==> src/rtl/param_control_unit_pkg.sv <==
// Shared definitions for the multi-cycle bus CPU control unit: opcodes, FSM states and
// instruction field offsets.
package param_control_unit_pkg;

    localparam int OP_W = 3;

    localparam logic [OP_W-1:0] OP_MV   = 3'd0;
    localparam logic [OP_W-1:0] OP_MVI  = 3'd1;
    localparam logic [OP_W-1:0] OP_ADD  = 3'd2;
    localparam logic [OP_W-1:0] OP_SUB  = 3'd3;
    localparam logic [OP_W-1:0] OP_LD   = 3'd4;
    localparam logic [OP_W-1:0] OP_ST   = 3'd5;
    localparam logic [OP_W-1:0] OP_MVNZ = 3'd6;
    localparam logic [OP_W-1:0] OP_XOR  = 3'd7;

    typedef enum logic [2:0] {
        S_IDLE  = 3'd0,
        S_FETCH = 3'd1,
        S_EX1   = 3'd2,
        S_EX2   = 3'd3,
        S_EX3   = 3'd4
    } state_t;

    // Instruction layout from the MSB down: op, rx, ry.
    function automatic int rx_lsb(input int data_w, input int sel_w);
        return data_w - OP_W - sel_w;
    endfunction

    function automatic int ry_lsb(input int data_w, input int sel_w);
        return data_w - OP_W - 2 * sel_w;
    endfunction

endpackage

==> src/rtl/param_control_unit_if.sv <==
// Control-unit <-> datapath signal bundle. master = control unit, slave = datapath/RAM side.
interface param_control_unit_if #(
    parameter int DATA_W = 16,
    parameter int NREGS  = 8
);

    // mem_ready is the only handshake: RAM raises it in the cycle read data is valid or a
    // write is accepted; the unit holds ram_out_ctrl/wr_enable steady until then and
    // consumes the transfer in that same cycle.
    logic              run;
    logic [DATA_W-1:0] instr;
    logic              mem_ready;
    logic              g_zero;
    logic [NREGS-1:0]  rin;
    logic [NREGS-1:0]  rout;
    logic              gin;
    logic              gout;
    logic              a_in;
    logic              addsub;
    logic              xorctrl;
    logic              pc_enable;
    logic              instr_enable;
    logic              ram_addr_sel;
    logic              ram_out_ctrl;
    logic              wr_enable;
    logic              imm_oe;
    logic [DATA_W-1:0] imm_out;
    logic              done;
    logic              illegal;

    modport master (
        input  run, instr, mem_ready, g_zero,
        output rin, rout, gin, gout, a_in, addsub, xorctrl, pc_enable, instr_enable,
               ram_addr_sel, ram_out_ctrl, wr_enable, imm_oe, imm_out, done, illegal
    );

    modport slave (
        output run, instr, mem_ready, g_zero,
        input  rin, rout, gin, gout, a_in, addsub, xorctrl, pc_enable, instr_enable,
               ram_addr_sel, ram_out_ctrl, wr_enable, imm_oe, imm_out, done, illegal
    );

endinterface

==> src/rtl/param_control_unit_reg_decoder.sv <==
// Register select decoder: binary index plus enable to a one-hot strobe vector, with a flag
// for indices that name no physical register.
module param_control_unit_reg_decoder #(
    parameter int NREGS = 8,
    parameter int SEL_W = $clog2(NREGS)
) (
    input  logic [SEL_W-1:0] i_idx,
    input  logic             i_en,
    output logic [NREGS-1:0] o_onehot,
    output logic             o_out_of_range
);

    assign o_out_of_range = (int'(i_idx) >= NREGS);

    always_comb begin
        o_onehot = '0;
        for (int i = 0; i < NREGS; i++) begin
            if (i_en && (int'(i_idx) == i)) begin
                o_onehot[i] = 1'b1;
            end
        end
    end

endmodule

==> src/rtl/param_control_unit.sv <==
// Multi-cycle control FSM for the shared-bus CPU datapath: fetch with RAM wait states,
// then one to three execute cycles per opcode, stopping at an instruction boundary on !run.
module param_control_unit
    import param_control_unit_pkg::*;
#(
    parameter int DATA_W = 16,
    parameter int NREGS  = 8,
    parameter int IMM_W  = 8
) (
    input  logic                 clk,
    input  logic                 rst,
    param_control_unit_if.master bus,
    output state_t               o_state
);

    localparam int SEL_W  = $clog2(NREGS);
    localparam int RX_LSB = rx_lsb(DATA_W, SEL_W);
    localparam int RY_LSB = ry_lsb(DATA_W, SEL_W);

    state_t           r_state;
    state_t           w_next;
    logic [OP_W-1:0]  w_op;
    logic [SEL_W-1:0] w_rx;
    logic [SEL_W-1:0] w_ry;
    logic [SEL_W-1:0] w_rout_idx;
    logic             w_rx_oor;
    logic             w_ry_oor;
    logic             w_rout_oor;
    logic             w_illegal_instr;
    logic             w_is_alu;
    logic             w_rout_use_ry;
    logic             w_rin_en;
    logic             w_rout_en;
    logic             w_done;
    logic             w_imm_oe;
    logic [NREGS-1:0] w_rin;
    logic [NREGS-1:0] w_rout;

    assign w_op            = bus.instr[DATA_W-1 -: OP_W];
    assign w_rx            = bus.instr[RX_LSB +: SEL_W];
    assign w_ry            = bus.instr[RY_LSB +: SEL_W];
    assign w_ry_oor        = (int'(w_ry) >= NREGS);
    assign w_is_alu        = (w_op == OP_ADD) || (w_op == OP_SUB) || (w_op == OP_XOR);
    assign w_illegal_instr = w_rx_oor | w_ry_oor | w_rout_oor;

    // rout addresses ry except when the ALU is fed rx (EX1) or a store drives its data (EX2).
    assign w_rout_use_ry = ((r_state == S_EX1) && !w_is_alu) ||
                           ((r_state == S_EX2) && w_is_alu);
    assign w_rout_idx    = w_rout_use_ry ? w_ry : w_rx;

    param_control_unit_reg_decoder #(.NREGS(NREGS), .SEL_W(SEL_W)) u_rin_dec (
        .i_idx          (w_rx),
        .i_en           (w_rin_en),
        .o_onehot       (w_rin),
        .o_out_of_range (w_rx_oor)
    );

    param_control_unit_reg_decoder #(.NREGS(NREGS), .SEL_W(SEL_W)) u_rout_dec (
        .i_idx          (w_rout_idx),
        .i_en           (w_rout_en),
        .o_onehot       (w_rout),
        .o_out_of_range (w_rout_oor)
    );

    always_ff @(posedge clk or posedge rst) begin
        if (rst) begin
            r_state <= S_IDLE;
        end else begin
            r_state <= w_next;
        end
    end

    // run is only looked at in IDLE and on the done cycle.
    always_comb begin
        w_next = r_state;
        case (r_state)
            S_IDLE:  if (bus.run) w_next = S_FETCH;
            S_FETCH: if (bus.mem_ready) w_next = S_EX1;
            S_EX1:   w_next = w_done ? (bus.run ? S_FETCH : S_IDLE) : S_EX2;
            S_EX2:   begin
                if (w_is_alu) begin
                    w_next = S_EX3;
                end else if (w_done) begin
                    w_next = bus.run ? S_FETCH : S_IDLE;
                end
            end
            S_EX3:   w_next = bus.run ? S_FETCH : S_IDLE;
            default: w_next = S_IDLE;
        endcase
    end

    always_comb begin
        w_rin_en         = 1'b0;
        w_rout_en        = 1'b0;
        w_done           = 1'b0;
        w_imm_oe         = 1'b0;
        bus.gin          = 1'b0;
        bus.gout         = 1'b0;
        bus.a_in         = 1'b0;
        bus.addsub       = 1'b0;
        bus.xorctrl      = 1'b0;
        bus.pc_enable    = 1'b0;
        bus.instr_enable = 1'b0;
        bus.ram_addr_sel = 1'b0;
        bus.ram_out_ctrl = 1'b0;
        bus.wr_enable    = 1'b0;
        bus.illegal      = 1'b0;
        case (r_state)
            S_FETCH: begin
                if (bus.mem_ready) begin
                    bus.instr_enable = 1'b1;
                    bus.pc_enable    = 1'b1;
                end
            end
            S_EX1: begin
                if (w_illegal_instr) begin
                    bus.illegal = 1'b1;
                    w_done      = 1'b1;
                end else begin
                    case (w_op)
                        OP_MV: begin
                            w_rout_en = 1'b1;
                            w_rin_en  = 1'b1;
                            w_done    = 1'b1;
                        end
                        OP_MVI: begin
                            w_imm_oe = 1'b1;
                            w_rin_en = 1'b1;
                            w_done   = 1'b1;
                        end
                        OP_MVNZ: begin
                            w_rout_en = !bus.g_zero;
                            w_rin_en  = !bus.g_zero;
                            w_done    = 1'b1;
                        end
                        OP_ADD, OP_SUB, OP_XOR: begin
                            w_rout_en = 1'b1;
                            bus.a_in  = 1'b1;
                        end
                        default: begin
                            w_rout_en        = 1'b1;
                            bus.ram_addr_sel = 1'b1;
                        end
                    endcase
                end
            end
            S_EX2: begin
                if (w_is_alu) begin
                    w_rout_en   = 1'b1;
                    bus.gin     = 1'b1;
                    bus.addsub  = (w_op == OP_SUB);
                    bus.xorctrl = (w_op == OP_XOR);
                end else if (w_op == OP_LD) begin
                    bus.ram_addr_sel = 1'b1;
                    bus.ram_out_ctrl = 1'b1;
                    w_rin_en         = bus.mem_ready;
                    w_done           = bus.mem_ready;
                end else if (w_op == OP_ST) begin
                    bus.ram_addr_sel = 1'b1;
                    w_rout_en        = 1'b1;
                    bus.wr_enable    = 1'b1;
                    w_done           = bus.mem_ready;
                end
            end
            S_EX3: begin
                bus.gout = 1'b1;
                w_rin_en = 1'b1;
                w_done   = 1'b1;
            end
            default: begin
            end
        endcase
    end

    assign bus.rin     = w_rin;
    assign bus.rout    = w_rout;
    assign bus.done    = w_done;
    assign bus.imm_oe  = w_imm_oe;
    assign bus.imm_out = w_imm_oe ? DATA_W'(bus.instr[IMM_W-1:0]) : '0;
    assign o_state     = r_state;

endmodule

==> src/flat_wrapper.sv <==
// flat-port wrapper written by rule: the top's interface ports become plain ports
module param_control_unit_flat import param_control_unit_pkg::*;
#(
    parameter int DATA_W = 16,
    parameter int NREGS  = 8,
    parameter int IMM_W  = 8
)
  (clk, rst, o_state, bus_run, bus_instr, bus_mem_ready, bus_g_zero, bus_rin, bus_rout, bus_gin, bus_gout, bus_a_in, bus_addsub, bus_xorctrl, bus_pc_enable, bus_instr_enable, bus_ram_addr_sel, bus_ram_out_ctrl, bus_wr_enable, bus_imm_oe, bus_imm_out, bus_done, bus_illegal);
  param_control_unit_if #(.DATA_W(DATA_W), .NREGS(NREGS)) bus_i ();
  input  logic clk;
  input  logic rst;
  output state_t o_state;
  input wire logic [$bits(bus_i.run)-1:0] bus_run;
  input wire logic [$bits(bus_i.instr)-1:0] bus_instr;
  input wire logic [$bits(bus_i.mem_ready)-1:0] bus_mem_ready;
  input wire logic [$bits(bus_i.g_zero)-1:0] bus_g_zero;
  output wire logic [$bits(bus_i.rin)-1:0] bus_rin;
  output wire logic [$bits(bus_i.rout)-1:0] bus_rout;
  output wire logic [$bits(bus_i.gin)-1:0] bus_gin;
  output wire logic [$bits(bus_i.gout)-1:0] bus_gout;
  output wire logic [$bits(bus_i.a_in)-1:0] bus_a_in;
  output wire logic [$bits(bus_i.addsub)-1:0] bus_addsub;
  output wire logic [$bits(bus_i.xorctrl)-1:0] bus_xorctrl;
  output wire logic [$bits(bus_i.pc_enable)-1:0] bus_pc_enable;
  output wire logic [$bits(bus_i.instr_enable)-1:0] bus_instr_enable;
  output wire logic [$bits(bus_i.ram_addr_sel)-1:0] bus_ram_addr_sel;
  output wire logic [$bits(bus_i.ram_out_ctrl)-1:0] bus_ram_out_ctrl;
  output wire logic [$bits(bus_i.wr_enable)-1:0] bus_wr_enable;
  output wire logic [$bits(bus_i.imm_oe)-1:0] bus_imm_oe;
  output wire logic [$bits(bus_i.imm_out)-1:0] bus_imm_out;
  output wire logic [$bits(bus_i.done)-1:0] bus_done;
  output wire logic [$bits(bus_i.illegal)-1:0] bus_illegal;
  assign bus_i.run = bus_run;
  assign bus_i.instr = bus_instr;
  assign bus_i.mem_ready = bus_mem_ready;
  assign bus_i.g_zero = bus_g_zero;
  assign bus_rin = bus_i.rin;
  assign bus_rout = bus_i.rout;
  assign bus_gin = bus_i.gin;
  assign bus_gout = bus_i.gout;
  assign bus_a_in = bus_i.a_in;
  assign bus_addsub = bus_i.addsub;
  assign bus_xorctrl = bus_i.xorctrl;
  assign bus_pc_enable = bus_i.pc_enable;
  assign bus_instr_enable = bus_i.instr_enable;
  assign bus_ram_addr_sel = bus_i.ram_addr_sel;
  assign bus_ram_out_ctrl = bus_i.ram_out_ctrl;
  assign bus_wr_enable = bus_i.wr_enable;
  assign bus_imm_oe = bus_i.imm_oe;
  assign bus_imm_out = bus_i.imm_out;
  assign bus_done = bus_i.done;
  assign bus_illegal = bus_i.illegal;
  param_control_unit #(.DATA_W(DATA_W), .NREGS(NREGS), .IMM_W(IMM_W)) u_core (.clk(clk), .rst(rst), .bus(bus_i), .o_state(o_state));
endmodule
==> config.mk <==
export PLATFORM = sky130hd
export DESIGN_NAME = param_control_unit_flat
export DESIGN_NICKNAME = d
export VERILOG_FILES = /design/src/rtl/param_control_unit_pkg.sv /design/src/rtl/param_control_unit_if.sv /design/src/rtl/param_control_unit_reg_decoder.sv /design/src/rtl/param_control_unit.sv /design/src/flat_wrapper.sv
export SDC_FILE = /design/constraint.sdc
export NUM_CORES = 1
export LEC_CHECK = 0
export ABC_AREA = 0
export CAP_MARGIN = 15
export CORE_MARGIN = 2
export CORE_UTILIZATION = 30
export CTS_CLUSTER_DIAMETER = 30
export DETAILED_ROUTE_END_ITERATION = 7
export PLACE_DENSITY = 0.87
export SETUP_SLACK_MARGIN = 0.5
export SLEW_MARGIN = 5
export SYNTH_ARGS = -nofsm -noshare
export SYNTH_HDL_FRONTEND = slang
export SYNTH_SLANG_ARGS = --single-unit
==> constraint.sdc <==
create_clock -name clk -period 2.15 [get_ports clk]
set_input_delay 0.645 -clock clk [delete_from_list [all_inputs] [get_ports clk]]
set_output_delay 0.645 -clock clk [all_outputs]
set_load 0.01 [all_outputs]
* Yosys cells after proc, flatten, opt, wreduce, memory -nomap -nowiden
Cells that the tools add are included.
Word-level totals: register bits after elaboration 3, output and inout port bits 48, logic and storage cells 122
Cells by class: equality and inequality tests 28, multiplexer cells 61, reduce and logical (&&, ||, !) cells 32
Operator list (number):
- $mux W1 | 47
- $eq A3 B3 Y1 const B | 13
- $eq A3 B2 Y1 const B | 8
- $logic_and A1 B1 Y1 | 18
- $mux W3 | 5
- $pmux W3 S5 | 1
- $eq A3 B1 Y1 const B | 4
- $logic_not A3 Y1 | 4
- $mux W8 | 1
- $pmux W1 S2 | 4
- $pmux W1 S3 | 2
- $reduce_or A3 Y1 | 2
- $reduce_or A6 Y1 | 1
- $ne A2 B2 Y1 const B | 2
- $logic_or A1 B1 Y1 | 3
- $ne A3 B1 Y1 const B | 1
- $reduce_and A3 Y1 | 1
- $logic_not A1 Y1 | 2
- $mux W2 | 1
- $reduce_or A2 Y1 | 1

* Logic depth before layout (Yosys ltp)
Gate-level depths: netlist (run 1).
word-level depth 10, mapped depth 6, gate-level depth less buffers 4

* Hierarchy
Synthesis (run 1) repeated with hierarchy kept, for this count alone.
Unflattened totals: cell total of the unflattened synthesis 103, area, all modules 769.5 µm²
Modules (own cells, without submodules):
- param_control_unit | times used 1, cells an instance 83, area an instance 554.3 µm²
- param_control_unit_reg_decoder | times used 2, cells an instance 10, area an instance 107.6 µm²

* Worst setup path after synthesis (run 1)
OpenSTA, ideal clock, no wires.
path kind input -> output, from input port bus_instr[14], to output port bus_rin[4], arrival 1.665 ns, path slack -0.160 ns, stages 5, buffers on the path 1, path through buf_2 > nor2_1 > o211ai_1 > a31o_2 > nor3_1
On the way: word-level cells in the longest chain between the ends 7
Ends and longest elaborated chain:
- start: declaration | line flat_wrapper.sv:14 | input wire logic [$bits(bus_i.instr)-1:0] bus_instr;
- parallel branches: the longest is 4 deep, another holds $eq A3 B1 Y1
- $pmux W1 S3 * | line param_control_unit.sv:108 | case (r_state)
- $logic_and A1 B1 Y1 * | line param_control_unit_reg_decoder.sv:18 | if (i_en && (int'(i_idx) == i)) begin
- $mux W1 * | line param_control_unit_reg_decoder.sv:18
- end: declaration | line flat_wrapper.sv:17 | output wire logic [$bits(bus_i.rin)-1:0] bus_rin;
Every way passes the cells marked *.

* Final worst setup path (run 1)
from input port bus_instr[14], to output port bus_rin[1]
The elaborated chain is that of the path after synthesis.

==> qor.yml, run 1 <==
yosys:
  synthAdderAreaFrac: 0
  synth.mux.area_fraction: 0
  synthSimpleGateAreaFrac: 0.346
  synth_area_leaders: "buf_4, dfrtp_1, a22oi_1"
  postSynthAreaPerCell_sq_um: 7.04
  synthCells: 126
  synth_top_area_frac: 0.110
  synth_compound_area_frac: 0.367
  syn-cell-area_sq_um: 887
  yosys-top-cells-count: "buf_4, inv_1, a22oi_1, and2_1, nor2_1"
  synth_edf_count: 0
  synth_top_family_by_area: "compound AO/OA/AOI/OAI gates"
  synth_warnings: 0
  synth_seq_cells: 3
  synth_area_leader_cell: "buf_4"
  synth-xor-area-share: 0
  ys_seq_area_frac: 0.0846
  synth_most_common_cell: "buf_4"
  synthFlopType: "dfrtp_1"
  yosys.cell_types.count: 42
  synthArstFlopShare: 1.00
hold_path:
  hold_class: "in -> async"
grt:
  grt.met3_usage: 0.0418
  grt_use_met2: 0.652
  grt_max_degree: 10
  busiest_layer: "met2"
  grt_pass1_vias: 1692
  antenna_found_initial: 0
  gr-total-overflow: 0
  track_usage: 0.339
  met1_usage: 0.343
  grt_pass1_wl_um: 8690
placed_design:
  place_congestion: 0.954
  dpl_cell_area_sq_um: 2010
  pre_cts_slack_ns: -1.22
  hpwl_um: 3210
  io_buffers: 59
clock_network:
  htreeDepth: 1
  cts_tree: "built"
  numCtsBuffers: 3
  cts-root-buf: "clkbuf_4"
  clk_pin_slew_ns: 0.04
  holdBufCountCts: 0
  clock_sinks: 3
  clk_path_buf_depth: 2
  clock_latency_ns: 0.25
setup_path:
  cp-end-kind: "primary output"
  worstPathArrival_ns: 2.04
  crit_start: "bus_instr[14]"
  cpMaxStageDelayCell: "o211ai_1"
  critPathCapture: "bus_rin[1]"
  crit_required_ns: 1.50
  crit_path_start_kind: "input port"
  reg2reg_depth: 9
  r2r_start: "u_core.o_state[1]"
  path_class: "in -> out"
  critical-path-max-stage-delay_ns: 0.37
  rrSetupSlack_ns: 0.37
  cp_max_fo: 6
  r2r-end: "u_core.o_state[0]"
  crit_chain: "buf_8 > buf_12 > and3b_2 > o211ai_1 > a31oi_2 > and3_1 > buf_2"
timing:
  fin_ws_ns: -0.537
  hold_violations: 0
  period_share: 1.25
  clock_skew_ns: 0.00660
  fmax_mhz: 372
  slew_viol_final: 0
  rsz0062_at_grt: "true"
  final-setup-viol-count: 34
  tns_ns: -10.19
  period_minus_slack_ns: 2.69
  fin_hold_ws_ns: 0.560
route:
  wl_um: 6480
  vias_per_cell: 5.97
  drt-initial-drc-count: 91
  post_drt_wl_per_cell_um: 23.3
  ant_nets: 0
  route.detailed.drc: 0
  vias: 1659
  drt-pass1-iter-count: 4
floorplanning:
  fp-row-count: 19
  start_util: 0.319
  ios: 69
  die_x_um: 58.4
  dieArea_sq_um: 3410
  die_h_um: 58.4
  core_region_area_sq_um: 2780
final_layout:
  postLayoutCellArea_sq_um: 2530
  largest_reg_flops: 3
  n_antenna_cell: 0
  area_delta_synth_final_pct: 185
  drive_gt1_frac: 0.745
  nFillCells: 113
  postLayoutCoreUtil: 0.909
  layout.nets: 269
power_and_ir_drop:
  p_leak_nw: 1.11
  peakVddDrop_v: 0.000818
  powerDensity_nw_per_um2: 716
outcome:
  status: "finished, violations left"
  failed_checks: "setup timing"
run:
  drv_cap: 0
==> what timing repair did <==
action                                  4_1_cts  5_1_grt
resized for setup                           246       19
endpoints found under the setup margin       42       41
gates cloned                                  1        0
pin swaps                                    34       19
setup buffers                                29        7
==> critical path, delay by kind of cell <==
family / cells / cell delay (ns)
AO/OA/AOI/OAI: 2 / 0.59
AND/OR/NAND/NOR: 2 / 0.42
buffers and inverters: 3 / 0.39
==> worst min path at each step <==
stage / start / endpoint / slack [ns] / cells past startpoint
6_report: rst / u_core.o_state[0] / 0.56 / 2
5_1_grt: rst / u_core.o_state[0] / 0.58 / 2
4_1_cts: rst / u_core.o_state[0] / 0.56 / 2
2_1_floorplan: rst / u_core.o_state[0] / 0.40 / 1
3_5_place_dp: u_core.o_state[2] / u_core.o_state[1] / 0.80 / 2
3_3_place_gp: u_core.o_state[2] / u_core.o_state[1] / 0.75 / 2
==> layout make-up <==
class | count | area, sq um | area share
clock buffer | 4 | 26.3 | 0.0104
inverter | 12 | 50.0 | 0.0198
sequential | 3 | 78.8 | 0.0312
multi-input combinational | 100 | 1110 | 0.441
timing repair buffer | 128 | 1220 | 0.482
tap | 31 | 38.8 | 0.0153
==> report_power, final <==
| part | leakage (nW) | switching [mW] | total, mW | internal, mW |
|---|---|---|---|---|
| combinational | 1.07 | 0.766 | 1.55 | 0.785 |
| sequential | 0.0344 | 0.0703 | 0.152 | 0.0818 |
| clock | 0.0150 | 0.0370 | 0.107 | 0.0700 |
==> through the flow <==
step,cells,total power [mW]
2_1_floorplan,134,0.739
3_3_place_gp,237,1.13
3_5_place_dp,237,1.17
4_1_cts,271,1.56
5_1_grt,278,1.87
6_report,278,1.81
==> cell usage in the layout, fill, tap and decap left out, types with 2 or more instances in the layout <==
master	n
a21oi_4	3
a22oi_2	8
a31oi_1	2
and2_4	8
and3_1	3
and3_4	5
and3b_2	2
buf_12	3
buf_2	22
buf_4	31
buf_6	50
buf_8	4
clkbuf_4	3
clkdlybuf4s50_1	14
conb_1	9
dfrtp_2	3
inv_1	8
inv_2	2
inv_4	2
nand2_1	2
nand3_1	2
nand3_4	2
nor2_1	4
nor2_4	3
nor3_2	3
nor3_4	3
nor4_1	2
o2111ai_2	2
o2111ai_4	4
o211ai_1	2
o21ai_0	3
o311ai_4	6
==> routing by layer <==
layer	vias up	wire length [um]
met4	0	342
li1	703	-
met2	121	3400
met5	-	0
met3	36	483
met1	799	2260
==> logic make-up (layout without fill, tap and decap cells) <==
group	count (synthesis)	in the layout
other cells	1	9
compound gates	39	39
flops	3	3
buf+inv	31	144
simple gates	52	52
No activity file was read; power rests on OpenSTA's default activity.
==> run 2: changes to the inputs <==
Settings changed: CTS_CLUSTER_DIAMETER 30 to unset.
==> results of run 2 <==
Final layout, timing and power as in run 1 (identical DEF).
